`config.mk`:
```
export PLATFORM = sky130hd
export DESIGN_NAME = predecode_queue
export DESIGN_NICKNAME = d
export VERILOG_FILES = /design/src/rtl/predecode_queue.sv
export SDC_FILE = /design/constraint.sdc
export NUM_CORES = 1
export LEC_CHECK = 0
export BUFFER_PORTS_ARGS = -buffer_cell sky130_fd_sc_hd__buf_2
export CAP_MARGIN = 20
export CORE_MARGIN = 2
export CORE_UTILIZATION = 45
export CTS_CLUSTER_DIAMETER = 150
export DETAILED_ROUTE_END_ITERATION = 10
export PLACE_DENSITY = 0.66
export SLEW_MARGIN = 20
export SYNTH_ARGS = -nofsm -noshare
export SYNTH_HDL_FRONTEND = slang
export SYNTH_SLANG_ARGS = --single-unit
```
`constraint.sdc`:
```
create_clock -name clk -period 4.7 [get_ports clk]
set_input_delay 0.235 -clock clk [delete_from_list [all_inputs] [get_ports clk]]
set_output_delay 0.235 -clock clk [all_outputs]
set_load 0.01 [all_outputs]
```
`src/rtl/predecode_queue.sv`:
```
// Small FIFO of fetched MIPS words. Each word is decoded at push time, so the consumer
// sees register fields, the extended immediate, the branch/jump target and the class flags straight from storage.
module predecode_queue #(
    parameter int unsigned DEPTH       = 4,
    parameter int unsigned BRANCH_BASE = 1
) (
    input  logic                    clk,
    input  logic                    reset,
    input  logic                    flush,
    input  logic                    in_valid,
    input  logic [31:0]             in_data,
    input  logic [31:0]             in_pc,
    output logic                    in_ready,
    output logic                    out_valid,
    input  logic                    out_ready,
    output logic [5:0]              out_opcode,
    output logic [4:0]              out_rs,
    output logic [4:0]              out_rt,
    output logic [4:0]              out_rd,
    output logic [4:0]              out_shamt,
    output logic [5:0]              out_funct,
    output logic [31:0]             out_imm,
    output logic [31:0]             out_pc,
    output logic [31:0]             out_target,
    output logic                    out_is_branch,
    output logic                    out_is_jump,
    output logic                    out_illegal,
    output logic [$clog2(DEPTH):0]  count
);

    localparam int unsigned AW = $clog2(DEPTH);
    localparam int unsigned CW = AW + 1;

    typedef struct packed {
        logic [5:0]  opcode;
        logic [4:0]  rs;
        logic [4:0]  rt;
        logic [4:0]  rd;
        logic [4:0]  shamt;
        logic [5:0]  funct;
        logic [31:0] imm;
        logic [31:0] pc;
        logic [31:0] target;
        logic        is_branch;
        logic        is_jump;
        logic        illegal;
    } entry_t;

    entry_t         mem [DEPTH];
    entry_t         dec;
    entry_t         head;
    logic [AW-1:0]  wr_ptr;
    logic [AW-1:0]  rd_ptr;
    logic           push;
    logic           pop;
    logic [31:0]    pc_plus4;
    logic [31:0]    imm_sext;
    logic [31:0]    br_base;

    assign in_ready  = (count != CW'(DEPTH));
    assign out_valid = (count != CW'(0));
    assign push      = in_valid && in_ready;
    assign pop       = out_valid && out_ready;

    assign pc_plus4  = in_pc + 32'd4;
    assign imm_sext  = {{16{in_data[15]}}, in_data[15:0]};
    assign br_base   = (BRANCH_BASE != 0) ? pc_plus4 : in_pc;

    // Decode the incoming word; fields are always captured, imm/target only for their classes.
    always_comb begin
        dec           = '0;
        dec.opcode    = in_data[31:26];
        dec.rs        = in_data[25:21];
        dec.rt        = in_data[20:16];
        dec.rd        = in_data[15:11];
        dec.shamt     = in_data[10:6];
        dec.funct     = in_data[5:0];
        dec.pc        = in_pc;
        case (in_data[31:26])
            6'b000000: ;
            6'b000010, 6'b000011: begin
                dec.is_jump = 1'b1;
                dec.target  = {pc_plus4[31:28], in_data[25:0], 2'b00};
            end
            6'b000100, 6'b000101: begin
                dec.is_branch = 1'b1;
                dec.imm       = imm_sext;
                dec.target    = br_base + {imm_sext[29:0], 2'b00};
            end
            6'b001001, 6'b001010, 6'b001011, 6'b100011, 6'b101011:
                dec.imm = imm_sext;
            6'b001100, 6'b001101, 6'b001110:
                dec.imm = {16'h0000, in_data[15:0]};
            6'b001111:
                dec.imm = {in_data[15:0], 16'h0000};
            default:
                dec.illegal = 1'b1;
        endcase
    end

    // Pointers and occupancy; reset outranks flush, flush outranks push/pop.
    always_ff @(posedge clk) begin
        if (reset || flush) begin
            wr_ptr <= '0;
            rd_ptr <= '0;
            count  <= '0;
        end else begin
            if (push) wr_ptr <= wr_ptr + AW'(1);
            if (pop)  rd_ptr <= rd_ptr + AW'(1);
            if (push && !pop)
                count <= count + CW'(1);
            else if (!push && pop)
                count <= count - CW'(1);
        end
    end

    // Entry storage is written once at push and never touched again.
    always_ff @(posedge clk) begin
        if (push && !reset && !flush)
            mem[wr_ptr] <= dec;
    end

    assign head          = out_valid ? mem[rd_ptr] : '0;
    assign out_opcode    = head.opcode;
    assign out_rs        = head.rs;
    assign out_rt        = head.rt;
    assign out_rd        = head.rd;
    assign out_shamt     = head.shamt;
    assign out_funct     = head.funct;
    assign out_imm       = head.imm;
    assign out_pc        = head.pc;
    assign out_target    = head.target;
    assign out_is_branch = head.is_branch;
    assign out_is_jump   = head.is_jump;
    assign out_illegal   = head.illegal;

endmodule

```
# Yosys cells after proc, flatten, opt, wreduce, memory -nomap -nowiden
# Memory sizes are Yosys's and may differ from the RTL's. A register that Yosys moved wholly into a read port is not among the register bits.
# Index checks and enable logic that the tools add are counted.
word_totals:
  ff_bits: 7
  mem_bits_rw: 524
  output_inout_bits: 136
  elab_cells: 55
  mem_count: 1
memory_table:
  columns: ["memory", "depth", "width", "rd", "rd_clocked_by_memory_dff", "write_ports", "line", "rtl"]
  rows:
  - ["mem", 4, 131, 1, 1, 1, "49", "entry_t mem [DEPTH];"]
op_classes:
  n_addsub: 6
  n_eq_ne: 14
  n_mux: 12
  n_reduce_logical: 19
ops:
  columns: ["op", "count"]
  rows:
  - ["two-way mux 131 bit", 1]
  - ["one-hot mux 32 bit (3 select lines)", 1]
  - ["one-hot mux 32 bit (2 select lines)", 1]
  - ["== test 6 x 4 -> 1 bit, second input constant", 7]
  - ["adder 32 x 3 -> 32 bit, second input constant", 1]
  - ["adder 32 bit", 1]
  - ["OR reduction 14 bit", 1]
  - ["== test 6 x 2 -> 1 bit, second input constant", 2]
  - ["== test 6 x 3 -> 1 bit, second input constant", 2]
  - ["== test 6 bit, second input constant", 2]
  - ["OR reduction 7 bit", 1]
  - ["logical AND 1 bit", 6]
  - ["logical NOT 6 bit", 1]
  - ["two-way mux 3 bit", 2]
  - ["two-way mux 1 bit", 5]
  - ["adder 2 x 1 -> 2 bit, second input constant", 2]
  - ["logical NOT 1 bit", 4]
  - ["two-way mux 2 bit", 2]
  - ["OR reduction 2 bit", 2]
  - ["adder 3 x 1 -> 3 bit, second input constant", 1]
  - ["inequality test 3 bit, second input constant", 1]
  - ["nonzero test 3 bit", 1]
  - ["OR reduction 3 bit", 1]
  - ["subtractor 3 x 1 -> 3 bit, second input constant", 1]
  - ["2 further kinds", 2]

# Depth between registers and ports, before layout
logic_depth:
  word_depth: 6
  ltp_mapped: 17
  depth_no_buf: 17

# Worst setup path after synthesis
# OpenSTA, ideal clock, no wires.
synth_path:
  path_type: "reg-to-reg"
  from: "register count[0]"
  to: "memory mem[0][0] (netlist name), enable pin"
  setup_time_ns: 0.506
  arrival_ns: 4.107
  path_slack_ns: 0.087
  stages_incl_launch_ff: 6
  period_less_slack_ns: 4.613
  path_cell_list: "dfxtp_1 -> nor2_1 -> nand2_1 -> and2_1 -> clkbuf_1 -> and3_1"
synth_via:
  elab_chain_cells: 6
synth_lines:
  columns: ["element", "line", "rtl"]
  rows:
  - ["start: declaration", "28", "output logic [$clog2(DEPTH):0] count"]
  - ["start signal: assignment", "111", "count <= count + CW'(1);"]
  - ["start signal: assignment", "113", "count <= count - CW'(1);"]
  - ["inequality test 3 bit", "60", "assign in_ready = (count != CW'(DEPTH));"]
  - ["named net in_ready", "13", "output logic in_ready,"]
  - ["logical AND 1 bit", "62", "assign push = in_valid && in_ready;"]
  - ["named net push", "54", "logic push;"]
  - ["logical AND 1 bit (2 in series)", "119", "if (push && !reset && !flush)"]
  - ["two-way mux 1 bit", "119", null]
  - ["two-way mux 1 bit (not written as such)", "120", "mem[wr_ptr] <= dec;"]
  - ["end: declaration", "49", null]
# The timed path passes the listed nets, and every way through them passes these cells.

==> reports/qor.txt <==
outcome = complete, no violations
Iter 0 DRT Violations = 1136
dpl cell area = 24900 µm²
area grow syn2layout = 18.5%
r2r startpoint = count[0]$_SDFFE_PP0P_
setup TNS = 0 ns
Ports = 205
Util after Layout = 54.1%
Die X = 230 µm
worst-path fanout max = 8
per-cell routed wire length = 23.2 µm
switching power summed over all nets = 2.48 mW
hold crit path type = in -> reg
starting density of the core = 45.7%
max-cap viol count = 0
via count = 12800
mapped cell area = 23000 µm²
proportion of layout cells with a drive suffix above 1 = 27.8%
CP arrival = 4.66 ns
Worst IR Drop VDD = 351 µV
Multi-input gate area = 6770 µm²
post-synthesis cell type count = 62
hold_ws = 0.0331 ns
Logic pwr share = 11.4%
Synth Net Count = 1419
Net Sw Frac = 23.0%
crit path kind = in -> reg
Clk pwr share = 39.6%
Leak Pwr = 9.70 nW
vias per cell = 5.58
RD Place Congestion = 0.901
Port Buffers = 204
Post-synth EDFFs = 524
core area = 50300 µm²
post-synthesis async set-or-reset flop share = 0%
root buf cell = clkbuf_16
cell count after synthesis = 1307
Synth Flop Type = edfxtp_1
Slew @ Worst Pin = 0.835 ns
post-layout instance count excluding filler cells = 2299
first-pass GRT wire length = 80400 µm
Int Power = 8.32 mW
Worst setup startpoint = in_pc[2]
placed insts = 2146
Design Area, Final = 27200 µm²
All-Layer GR Usage = 20.2%
Fmax = 0.230 GHz
post-layout min period = 4.36 ns
top-area cell type share of the netlist area = 68.5%
crit start category = input port
die area = 52800 µm²
Final nets = 1696
setup ws final = 0.345 ns
Crit path required time = 5.01 ns
H-tree Lvls = 2
Seq pwr share = 49.0%
antenna violations before repair = 1
WHS Path Cells = 1
post-place setup slack = 0.168 ns
total power = 10.8 mW
crit share post-route = 92.7%
capturing element type of the critical path = flop
Final Skew = 0.0282 ns
Max-Slew Margin vs Limit = 44.3%
number of fill cells = 4034
Cell Pwr Density = 397 nW/µm²
Final Setup Violations = 0
Reg clk slew, reported paths = 0.06 ns
grt total ovfl = 0
vias in the first global route = 12900
Diodes inserted = 0
top post-synthesis cells by area = edfxtp_1 (69%), mux4_2 (13%), and2_1 (4.1%)
R2R setup slack = 2.08 ns
RSZ-0062 raised after global routing = false
clock buffer depth = 3
worst reg2reg path endpoint = count[2]$_SDFFE_PP0P_
Fin. Hold Viols = 0
number of clock sinks = 533
clock buffers created by TritonCTS = 54
Pre-antenna DRT Iters = 5
Sequential cell area = 15900 µm²
wirelength, routed = 53400 µm
top-count cell post-synth = edfxtp_1
CTS tree = yes
Ys Warns = 0
Post-CTS Setup Bufs = 0
Hold Crit Start = in_data[1]
dpl hpwl = 33400 µm
reg2reg path depth = 8
largest net degree at the start of global routing = 79
# rows = 82
clock latency on the worst-skew pair = 0.61 ns
die height = 230 µm
Final Max Slew Viols = 0
WHS Endpoint = mem[0][100]$_DFFE_PP_
antenna-violating nets left = 0
most frequent cells after synthesis = edfxtp_1 (524), and2_1 (151), mux4_2 (131), nand2_1 (51)
sequential area share after synthesis = 69.3%
Avg Inst Size Synth = 17.6 µm²
Synth Register Bits = 533
cell taking the most area after synthesis = edfxtp_1
# DRC = 0
[worst max path at each step]
stage	endpoint	slack, ns	cells after the start
after floorplan	mem[0][0]$_DFFE_PP_	0.09	5
after global placement	mem[0][34]$_DFFE_PP_	0.27	18
after detailed placement	mem[1][30]$_DFFE_PP_	0.17	18
after CTS	mem[1][34]$_DFFE_PP_	0.25	19
after global routing	mem[1][34]$_DFFE_PP_	0.02	19
final	mem[1][34]$_DFFE_PP_	0.34	19
[placed cells by master (no fill, tap or decap), types with 11 or more instances in the layout]
| cell type | count |
|---|---|
| edfxtp_1 | 524 |
| buf_2 | 204 |
| and2_1 | 151 |
| mux4_2 | 131 |
| clkbuf_16 | 57 |
| dlygate4sd3_1 | 54 |
| nand2_1 | 51 |
| ha_1 | 41 |
| nor2_1 | 39 |
| o21ai_0 | 39 |
| xnor2_1 | 32 |
| xor2_1 | 26 |
| a21oi_1 | 24 |
| a21o_1 | 24 |
| inv_1 | 20 |
| nand3_1 | 19 |
| clkbuf_1 | 16 |
| buf_4 | 15 |
| nor3_1 | 14 |
| and3_1 | 11 |
[metal layers]
| metal | up-vias | wire, µm | GRT usage, % |
|---|---|---|---|
| met3 | 68 | 3110 | 2.96 |
| met1 | 6624 | 23400 | 29.5 |
| met2 | 425 | 25800 | 32.3 |
| met5 | - | 11 | 0 |
| li1 | 5699 | - | - |
| met4 | 2 | 957 | 5.08 |
[timing repair]
item / 4_1_cts / 5_1_grt
endpoints found under the hold margin: 213 / 0
hold buffers: 54 / 0
endpoints found under the setup margin: 0 / 16
resized for setup: 0 / 3
[power by group through the flow]
stage | logic (mW) | clock network, mW | registers [mW]
after floorplan | 0.708 | 0 | 5.39
after global placement | 1.20 | 0 | 5.39
after detailed placement | 1.21 | 0 | 5.40
after CTS | 1.25 | 4.35 | 5.30
after global routing | 1.34 | 4.53 | 5.30
final | 1.23 | 4.27 | 5.29
[sequential cells by signal (all words and copies together) (netlist names), named ones only]
register  cells
rd_ptr        2
count         3
mem         524
wr_ptr        2
[area by class of cell]
type	count	area share (%)
timing repair buffer	280	6.67
inverter	21	0.290
sequential	533	58.5
clock buffer	77	5.67
clock inverter	22	0.851
tap	672	3.09
multi-input combinational	694	24.9
[cells by family (layout without fill, tap and decap cells)]
| group | after synthesis | count (layout) | share of synthesized area [%] |
|---|---|---|---|
| and+or+nand+nor | 325 | 325 | 7.81 |
| adders and majority gates | 43 | 43 | 2.41 |
| DFF | 533 | 533 | 69.3 |
| muxes | 134 | 134 | 13.0 |
| buffers and inverters | 80 | 400 | 1.34 |
| xor gates and xnor gates | 58 | 58 | 2.21 |
| AOI/OAI and AO/OA | 134 | 134 | 3.91 |
[worst max-delay path, cell delays in order]
cell,delay (ns)
dlygate4sd3_1,0.52
buf_2,0.19
ha_1,0.21
nand3_1,0.23
nor2_4,0.23
nand3_1,0.14
nor3_1,0.31
nand3_1,0.24
xnor2_1,0.29
ha_1,0.30
a21oi_1,0.27
nand2b_1,0.10
a21oi_1,0.15
a22oi_1,0.11
a31o_4,0.25
a211o_1,0.34
a221oi_2,0.26
xnor2_1,0.15
o22ai_1,0.14
Note: power is estimated with default switching activity, not from simulation.
